`src/rtl/leaf_out_rr_arbiter_if.sv`:
```
// Bundle of the requester-side and leaf_interface-side handshake signals of
// leaf_out_rr_arbiter. master = arbiter side, slave = producers plus leaf_interface.
interface leaf_out_rr_arbiter_if #(
    parameter int unsigned PAYLOAD_BITS = 32,
    parameter int unsigned NUM_REQ      = 2,
    parameter int unsigned REQ_BITS     = 1
);
    logic [NUM_REQ*PAYLOAD_BITS-1:0] din_req;
    logic [NUM_REQ-1:0]              vld_req;
    logic [NUM_REQ-1:0]              ack_req;
    logic [PAYLOAD_BITS-1:0]         dout;
    logic                            vld_out;
    logic                            ack_out;
    logic [REQ_BITS-1:0]             grant_id;
    logic                            busy;

    modport master (
        input  din_req, vld_req, ack_out,
        output ack_req, dout, vld_out, grant_id, busy
    );

    modport slave (
        output din_req, vld_req, ack_out,
        input  ack_req, dout, vld_out, grant_id, busy
    );
endinterface

```
`src/rtl/leaf_out_rr_arbiter.sv`:
```
// Burst-granular round-robin arbiter sharing one leaf_interface output port
// among NUM_REQ producers, with a single registered output stage.
module leaf_out_rr_arbiter #(
    parameter int unsigned PAYLOAD_BITS = 32,
    parameter int unsigned NUM_REQ      = 2,
    parameter int unsigned REQ_BITS     = 1,
    parameter int unsigned BURST_LEN    = 16,
    parameter int unsigned BURST_BITS   = 5
) (
    input  logic                   clk,
    input  logic                   reset,
    leaf_out_rr_arbiter_if.master  bus
);
    typedef enum logic {IDLE, GRANT} state_t;

    state_t                  state_q;
    logic [REQ_BITS-1:0]     rr_ptr_q;
    logic [REQ_BITS-1:0]     grant_id_q;
    logic [BURST_BITS-1:0]   burst_cnt_q;
    logic [BURST_BITS-1:0]   burst_cnt_d;
    logic                    vld_out_q;
    logic [PAYLOAD_BITS-1:0] dout_q;

    logic                    space;
    logic                    accept;
    logic                    found;
    logic [REQ_BITS-1:0]     pick;
    logic [REQ_BITS-1:0]     cand;
    logic [31:0]             cand_w;
    logic [REQ_BITS-1:0]     next_ptr;
    logic [PAYLOAD_BITS-1:0] din_sel;
    logic [NUM_REQ-1:0]      ack_req_d;

    assign space       = !vld_out_q || bus.ack_out;
    assign accept      = (state_q == GRANT) && bus.vld_req[grant_id_q] && space;
    assign burst_cnt_d = burst_cnt_q + 1'b1;
    assign next_ptr    = (grant_id_q == REQ_BITS'(NUM_REQ - 1)) ? '0 : grant_id_q + 1'b1;

    // First valid requester scanning upward from rr_ptr, wrapping at NUM_REQ.
    always_comb begin
        found  = 1'b0;
        pick   = '0;
        cand   = '0;
        cand_w = '0;
        for (int unsigned k = 0; k < NUM_REQ; k++) begin
            cand_w = 32'(rr_ptr_q) + k;
            if (cand_w >= NUM_REQ) cand_w = cand_w - NUM_REQ;
            cand = REQ_BITS'(cand_w);
            if (!found && bus.vld_req[cand]) begin
                found = 1'b1;
                pick  = cand;
            end
        end
    end

    always_comb begin
        din_sel   = '0;
        ack_req_d = '0;
        for (int unsigned i = 0; i < NUM_REQ; i++) begin
            if (grant_id_q == REQ_BITS'(i)) begin
                din_sel      = bus.din_req[i*PAYLOAD_BITS +: PAYLOAD_BITS];
                ack_req_d[i] = (state_q == GRANT) && space;
            end
        end
    end

    always_ff @(posedge clk) begin
        if (reset) begin
            state_q     <= IDLE;
            rr_ptr_q    <= '0;
            grant_id_q  <= '0;
            burst_cnt_q <= '0;
            vld_out_q   <= 1'b0;
            dout_q      <= '0;
        end else begin
            if (accept) begin
                dout_q    <= din_sel;
                vld_out_q <= 1'b1;
            end else if (space) begin
                vld_out_q <= 1'b0;
            end

            case (state_q)
                IDLE: begin
                    if (found) begin
                        state_q     <= GRANT;
                        grant_id_q  <= pick;
                        burst_cnt_q <= '0;
                    end
                end
                GRANT: begin
                    if (!bus.vld_req[grant_id_q]) begin
                        state_q  <= IDLE;
                        rr_ptr_q <= next_ptr;
                    end else if (space) begin
                        burst_cnt_q <= burst_cnt_d;
                        if (burst_cnt_d == BURST_BITS'(BURST_LEN)) begin
                            state_q  <= IDLE;
                            rr_ptr_q <= next_ptr;
                        end
                    end
                end
                default: state_q <= IDLE;
            endcase
        end
    end

    assign bus.ack_req  = ack_req_d;
    assign bus.dout     = dout_q;
    assign bus.vld_out  = vld_out_q;
    assign bus.grant_id = grant_id_q;
    assign bus.busy     = (state_q == GRANT) || vld_out_q;
endmodule

```
`src/flat_wrapper.sv`:
```
// flat-port wrapper written by rule: the top's interface ports become plain ports
module leaf_out_rr_arbiter_flat 
#(
    parameter int unsigned PAYLOAD_BITS = 32,
    parameter int unsigned NUM_REQ      = 2,
    parameter int unsigned REQ_BITS     = 1,
    parameter int unsigned BURST_LEN    = 16,
    parameter int unsigned BURST_BITS   = 5
)
  (clk, reset, bus_din_req, bus_vld_req, bus_ack_out, bus_ack_req, bus_dout, bus_vld_out, bus_grant_id, bus_busy);
  leaf_out_rr_arbiter_if #(.PAYLOAD_BITS(PAYLOAD_BITS), .NUM_REQ(NUM_REQ), .REQ_BITS(REQ_BITS)) bus_i ();
  input  logic clk;
  input  logic reset;
  input wire logic [$bits(bus_i.din_req)-1:0] bus_din_req;
  input wire logic [$bits(bus_i.vld_req)-1:0] bus_vld_req;
  input wire logic [$bits(bus_i.ack_out)-1:0] bus_ack_out;
  output wire logic [$bits(bus_i.ack_req)-1:0] bus_ack_req;
  output wire logic [$bits(bus_i.dout)-1:0] bus_dout;
  output wire logic [$bits(bus_i.vld_out)-1:0] bus_vld_out;
  output wire logic [$bits(bus_i.grant_id)-1:0] bus_grant_id;
  output wire logic [$bits(bus_i.busy)-1:0] bus_busy;
  assign bus_i.din_req = bus_din_req;
  assign bus_i.vld_req = bus_vld_req;
  assign bus_i.ack_out = bus_ack_out;
  assign bus_ack_req = bus_i.ack_req;
  assign bus_dout = bus_i.dout;
  assign bus_vld_out = bus_i.vld_out;
  assign bus_grant_id = bus_i.grant_id;
  assign bus_busy = bus_i.busy;
  leaf_out_rr_arbiter #(.PAYLOAD_BITS(PAYLOAD_BITS), .NUM_REQ(NUM_REQ), .REQ_BITS(REQ_BITS), .BURST_LEN(BURST_LEN), .BURST_BITS(BURST_BITS)) u_core (.clk(clk), .reset(reset), .bus(bus_i));
endmodule
```
`config.mk`:
```
export PLATFORM = sky130hd
export DESIGN_NAME = leaf_out_rr_arbiter_flat
export DESIGN_NICKNAME = d
export VERILOG_FILES = /design/src/rtl/leaf_out_rr_arbiter_if.sv /design/src/rtl/leaf_out_rr_arbiter.sv /design/src/flat_wrapper.sv
export SDC_FILE = /design/constraint.sdc
export NUM_CORES = 1
export LEC_CHECK = 0
export BUFFER_PORTS_ARGS = -buffer_cell sky130_fd_sc_hd__buf_2
export CAP_MARGIN = 20
export CORE_UTILIZATION = 43
export DETAILED_ROUTE_END_ITERATION = 12
export GPL_TIMING_DRIVEN = 0
export PLACE_DENSITY = 0.88
export SYNTH_ARGS = -nofsm -noshare
export SYNTH_HDL_FRONTEND = slang
export SYNTH_SLANG_ARGS = --single-unit
```
`constraint.sdc`:
```
create_clock -name clk -period 2 [get_ports clk]
set_clock_uncertainty 0.1 [all_clocks]
set_input_delay 0.5 -clock clk [delete_from_list [all_inputs] [get_ports clk]]
set_output_delay 0.5 -clock clk [all_outputs]
set_load 0.01 [all_outputs]
```
### Word level (Yosys, flattened, before mapping)

Index checks and enable logic that the tools add are counted.

* logic and storage cells: 65
* bits in registers: 41
* output and inout port bits: 37
* input port bits: 69

* reductions and logical operators: 12
* equality and inequality tests: 6
* bitwise logic cells: 1
* multiplexer cells: 30
* magnitude comparators: 5
* add/subtract/negate cells: 5

Operator list (count)
* $mux W32: 1
* $mux W1: 24
* $mux W5: 3
* $pmux W5 S2: 1
* $lt A1 B2 Y1 const B: 3
* $ne A2 B2 Y1 const B: 3
* $reduce_and A3 Y1: 2
* $add A5 B1 Y5 const B: 1
* $eq A5 B5 Y1 const B: 1
* $logic_and A1 B1 Y1: 4
* $ne A2 B1 Y1 const B: 2
* $add A1 B1 Y2 const B: 1
* $ge A1 B2 Y1 const B: 1
* $ge A2 B2 Y1 const B: 1
* $logic_not A1 Y1: 2
* $logic_or A1 B1 Y1: 2
* $pmux W1 S2: 1
* $reduce_and A2 Y1: 1
* $reduce_bool A2 Y1: 1
* $sub A1 B1 Y1 const B: 2
* $add A1 B1 Y1 const B: 1
* $not A1 Y1: 1

### Longest topological paths before layout

* depth in word-level cells: 10
* depth in mapped cells: 6
* depth with buffers taken out: 4

### Least setup slack after synthesis

OpenSTA, ideal clock, no wires.

* path kind: reg-to-output
* start: register u_core.grant_id_q (netlist: u_core.bus.grant_id)
* end: output port bus_ack_req[1]
* path buffers: 2
* arrival: 1.215 ns
* cell stages (with the launch flop): 4
* required time: 1.400 ns
* setup slack: 0.185 ns
* cells stage by stage: dfxtp_1 buf_4 buf_1 and3_1

* longest elaborated chain between the ends: 1

Ends and longest elaborated chain
* start: declaration: line leaf_out_rr_arbiter.sv:18 `logic [REQ_BITS-1:0] grant_id_q;`
* start signal: assignment: line leaf_out_rr_arbiter.sv:87 `grant_id_q <= pick;`
* $mux W1: line leaf_out_rr_arbiter.sv:60 `if (grant_id_q == REQ_BITS'(i)) begin`
* end: declaration: line flat_wrapper.sv:17 `output wire logic [$bits(bus_i.ack_req)-1:0] bus_ack_req;`

Every way passes these cells.

### Worst setup path in the final report

Same ends and word-level chain as after synthesis.

==> summary.txt <==
Run status
  • Outcome: finished clean

Yosys
  • Leading area contributor after synthesis: dfxtp_1
  • Sequential area share after synthesis: about 44%
  • Synth top area cells: dfxtp_1, mux2i_1, a211oi_1
  • Warnings from Yosys: 0
  • Syn Area/Cell: ~9 µm²
  • Gate Count Post-Synth: 201
  • Syn nets: 271
  • EDFF count, synth: 0
  • Post-synth top area share: 44.3%
  • Synth Register Bits: 41
  • Cell Area, Synth: 0.00185 mm²
  • Unique masters post-synth: 30
  • Async SR Flop Fraction: 0%
  • Predominant post-synthesis flop cell: dfxtp_1

Critical path
  • Reg2reg setup slack: 190 ps
  • Reg2reg path depth: 6
  • Crit path max-delay family: buffers and inverters
  • Most common cell on crit path: buf_4
  • CP max-delay cell: dfxtp_1
  • Reg2reg end: u_core.bus.dout[0]$_SDFFE_PP0P_
  • Critical path cell sequence: buf_4, buf_4, and3_1, buf_2
  • Reg2Reg Launch Point: u_core.bus.grant_id$_SDFFE_PP0P_
  • Worst Path Buf+Inv: 3
  • Setup crit end kind: output port
  • Worst Setup SP: u_core.bus.grant_id$_SDFFE_PP0P_
  • Worst path required time: 1400 ps
  • CP peak stage delay: 320 ps
  • CP max FO: 10
  • Setup crit start kind: flip-flop
  • WP data arrival: between 1000 and 1500 ps
  • Crit path kind: flip-flop to output port

Job
  • Max Cap Violations: 0

Timing
  • Sum Neg Setup Slack: 0 ps
  • Period Utilization, post-route: 95.4%
  • Slew @ Worst Pin: 715 ps
  • Post-layout min period: roughly 1900 ps
  • RSZ-0062 raised after global routing: no
  • Max-slew headroom: 52.3%
  • Fmax: around 520 MHz
  • Hold Fails Final Rpt: 0
  • # setup viols final: 0
  • Fin. max-slew vios: 0

Placement
  • Post-Place Cell Area: 0.00244 mm²
  • Placed cell count: between 300 and 400
  • Hpwl dp: 3420 µm
  • Number of port buffers: between 100 and 150
  • GPL Wtd Cong: 0.828

Min path
  • HP Class: flip-flop to flip-flop
  • Hold path endpoint: u_core.bus.dout[15]$_SDFFE_PP0P_
  • Hold path start: u_core.bus.dout[15]$_SDFFE_PP0P_
  • Hold path depth: 2

Floorplanning
  • Die span in y: 67.7 µm
  • FP Rows: 23
  • Die width: 67.7 µm
  • Core Area: between 0.004 and 0.005 mm²
  • Die Footprint: 0.00458 mm²
  • IO Pins: 106
  • Initial Utilization: 45.7%

Cells and area
  • Final cell count without fillers: 363
  • Final Cell Area: 0.00254 mm²
  • Area of the multi-input gates: 955 µm²
  • Layout cells sized above 1: 39.6%
  • Fillers: 364
  • P&R area growth vs syn: 37.1%
  • Nets@finish: 383
  • Storage element area: 821 µm²
  • Util after Layout: 62.7%
  • # diodes: 0

Pwr
  • Leakage power figure: 1.15 nW
  • VDD IR-drop max: 0.453 mV
  • PwrDens: 712 mW/mm²

Drt
  • Vias per cell: 5.08
  • Iteration-0 DRC Markers: 85
  • Vias post-DR: ~1800
  • Routed Antenna Nets: 0
  • Final wirelength: 4440 µm
  • DR pass1 iterations: 4
  • Post-route DRC: 0
  • WL/cell: 12.2 µm

Global routing
  • Total track usage: 19.6%
  • Vias in the first global route: 1571
  • Initial antenna violation count: 0
  • First-pass GRT wire length: 6770 µm
  • GRT Residual Overflow: 0
  • Largest net degree at the start of global routing: 13

Clock network
  • CTS Buf Count: 5
  • Clk sinks: 41
  • Skew-Pair Late Insertion Delay: between 200 and 300 ps
  • CTS tree: built
  • CTS root buf: clkbuf_8
  • Cts-stage hold buffer count: 0
  • Clock transition at path regs: 70 ps
  • CTS max path bufs: 2
  • # H-tree levels: 2
[worst max-delay path by stage]
stage                                            endpoint  slack (ps)  cells past startpoint
final                                      bus_ack_req[1]          90                      4
after global routing                       bus_ack_req[1]           6                      4
after CTS                 u_core.bus.dout[0]$_SDFFE_PP0P_          70                      6
after detailed placement                   bus_ack_req[1]          -4                      4
after global placement                     bus_ack_req[1]           9                      4
after floorplan                            bus_ack_req[1]         190                      3
[cell families after synthesis]
group,count (synthesis),synth area share [%]
simple gates,58,14.0
compound gates,49,18.8
flops,41,44.3
mux,33,17.8
buf+inv,19,4.52
fa+ha+maj,1,0.675
[flip-flops by register name, summed over array words and instances, names as in the netlist]
signal,count
u_core.rr_ptr_q,1
u_core.state_q,1
u_core.burst_cnt_q,5
u_core.bus.grant_id,1
u_core.bus.dout,32
u_core.bus.vld_out,1
[power breakdown]
group / switching (mW) / internal, mW / total (mW) / leakage, nW
Clock: 0.259 / 0.273 / 0.532 / 0.0433
Combinational: 0.199 / 0.181 / 0.380 / 0.770
Sequential: 0.0265 / 0.872 / 0.899 / 0.336
[cells in the final DEF, fill, tap and decap left out, types with 2 or more instances in the layout]
cell	n
buf_2	112
dfxtp_1	41
nor2_1	37
mux2i_1	33
a211oi_1	33
a21oi_1	7
clkbuf_8	6
nand2_1	4
nand3_1	4
inv_1	3
clkbuf_1	3
buf_1	3
or3_1	3
buf_4	2
and3_1	2
a31oi_1	2
[layout make-up]
class                           count  share of cell area (%)
Multi-Input combinational cell    141                    37.5
Sequential cell                    41                    32.3
Timing Repair Buffer              105                    20.7
Clock buffer                        6                    3.25
Buffer                             16                    3.05
Tap cell                           50                    2.46
Inverter                            3                   0.443
Clock inverter                      1                   0.295
[per-stage QoR]
| step | hold WS [ps] | power, mW | setup slack (ps) |
|---|---|---|---|
| detailed placement | 389 | 1.30 | -4.34 |
| global placement | 383 | 1.29 | 8.74 |
| global route | 414 | 1.92 | 6.40 |
| floorplan | 377 | 1.14 | 185 |
| CTS | 398 | 1.83 | 70.7 |
| finish | 396 | 1.81 | 92.5 |
[cells in the mapped netlist, drive strengths merged (2+ instances only)]
cell type	instances
dfxtp	41
nor2	37
a211oi	33
mux2i	33
buf	12
a21oi	7
clkbuf	4
nand2	4
nand3	4
inv	3
or3	3
a31oi	2
and3	2
nor3	2
o21ai	2
[routing by layer]
metal / share of wire, % / routed length [µm] / track usage (%) / vias to the layer above
li1: - / - / - / 954
met1: 43 / 1920 / 23.1 / 815
met2: 49 / 2180 / 34.7 / 74
met3: 7.0 / 312 / 5.07 / 2
met4: 0.52 / 23 / 5.59 / 0
met5: 0 / 0 / 0 / -
[what timing repair did]
action,4_1_cts,5_1_grt
gates resized for setup,2,3
buffers inserted,0,0
hold endpoints to repair,0,0
setup endpoints to repair,2,30
[worst reg2reg max path, delay by kind of cell (launching register included)]
kind / cells / cell delay (ps)
flip-flops: 1 / 320
AND/OR/NAND/NOR: 1 / 110
multiplexers: 1 / 350
AO/OA/AOI/OAI: 1 / 250
buffers and inverters: 3 / 610
Power figures use the tool's default switching activity.
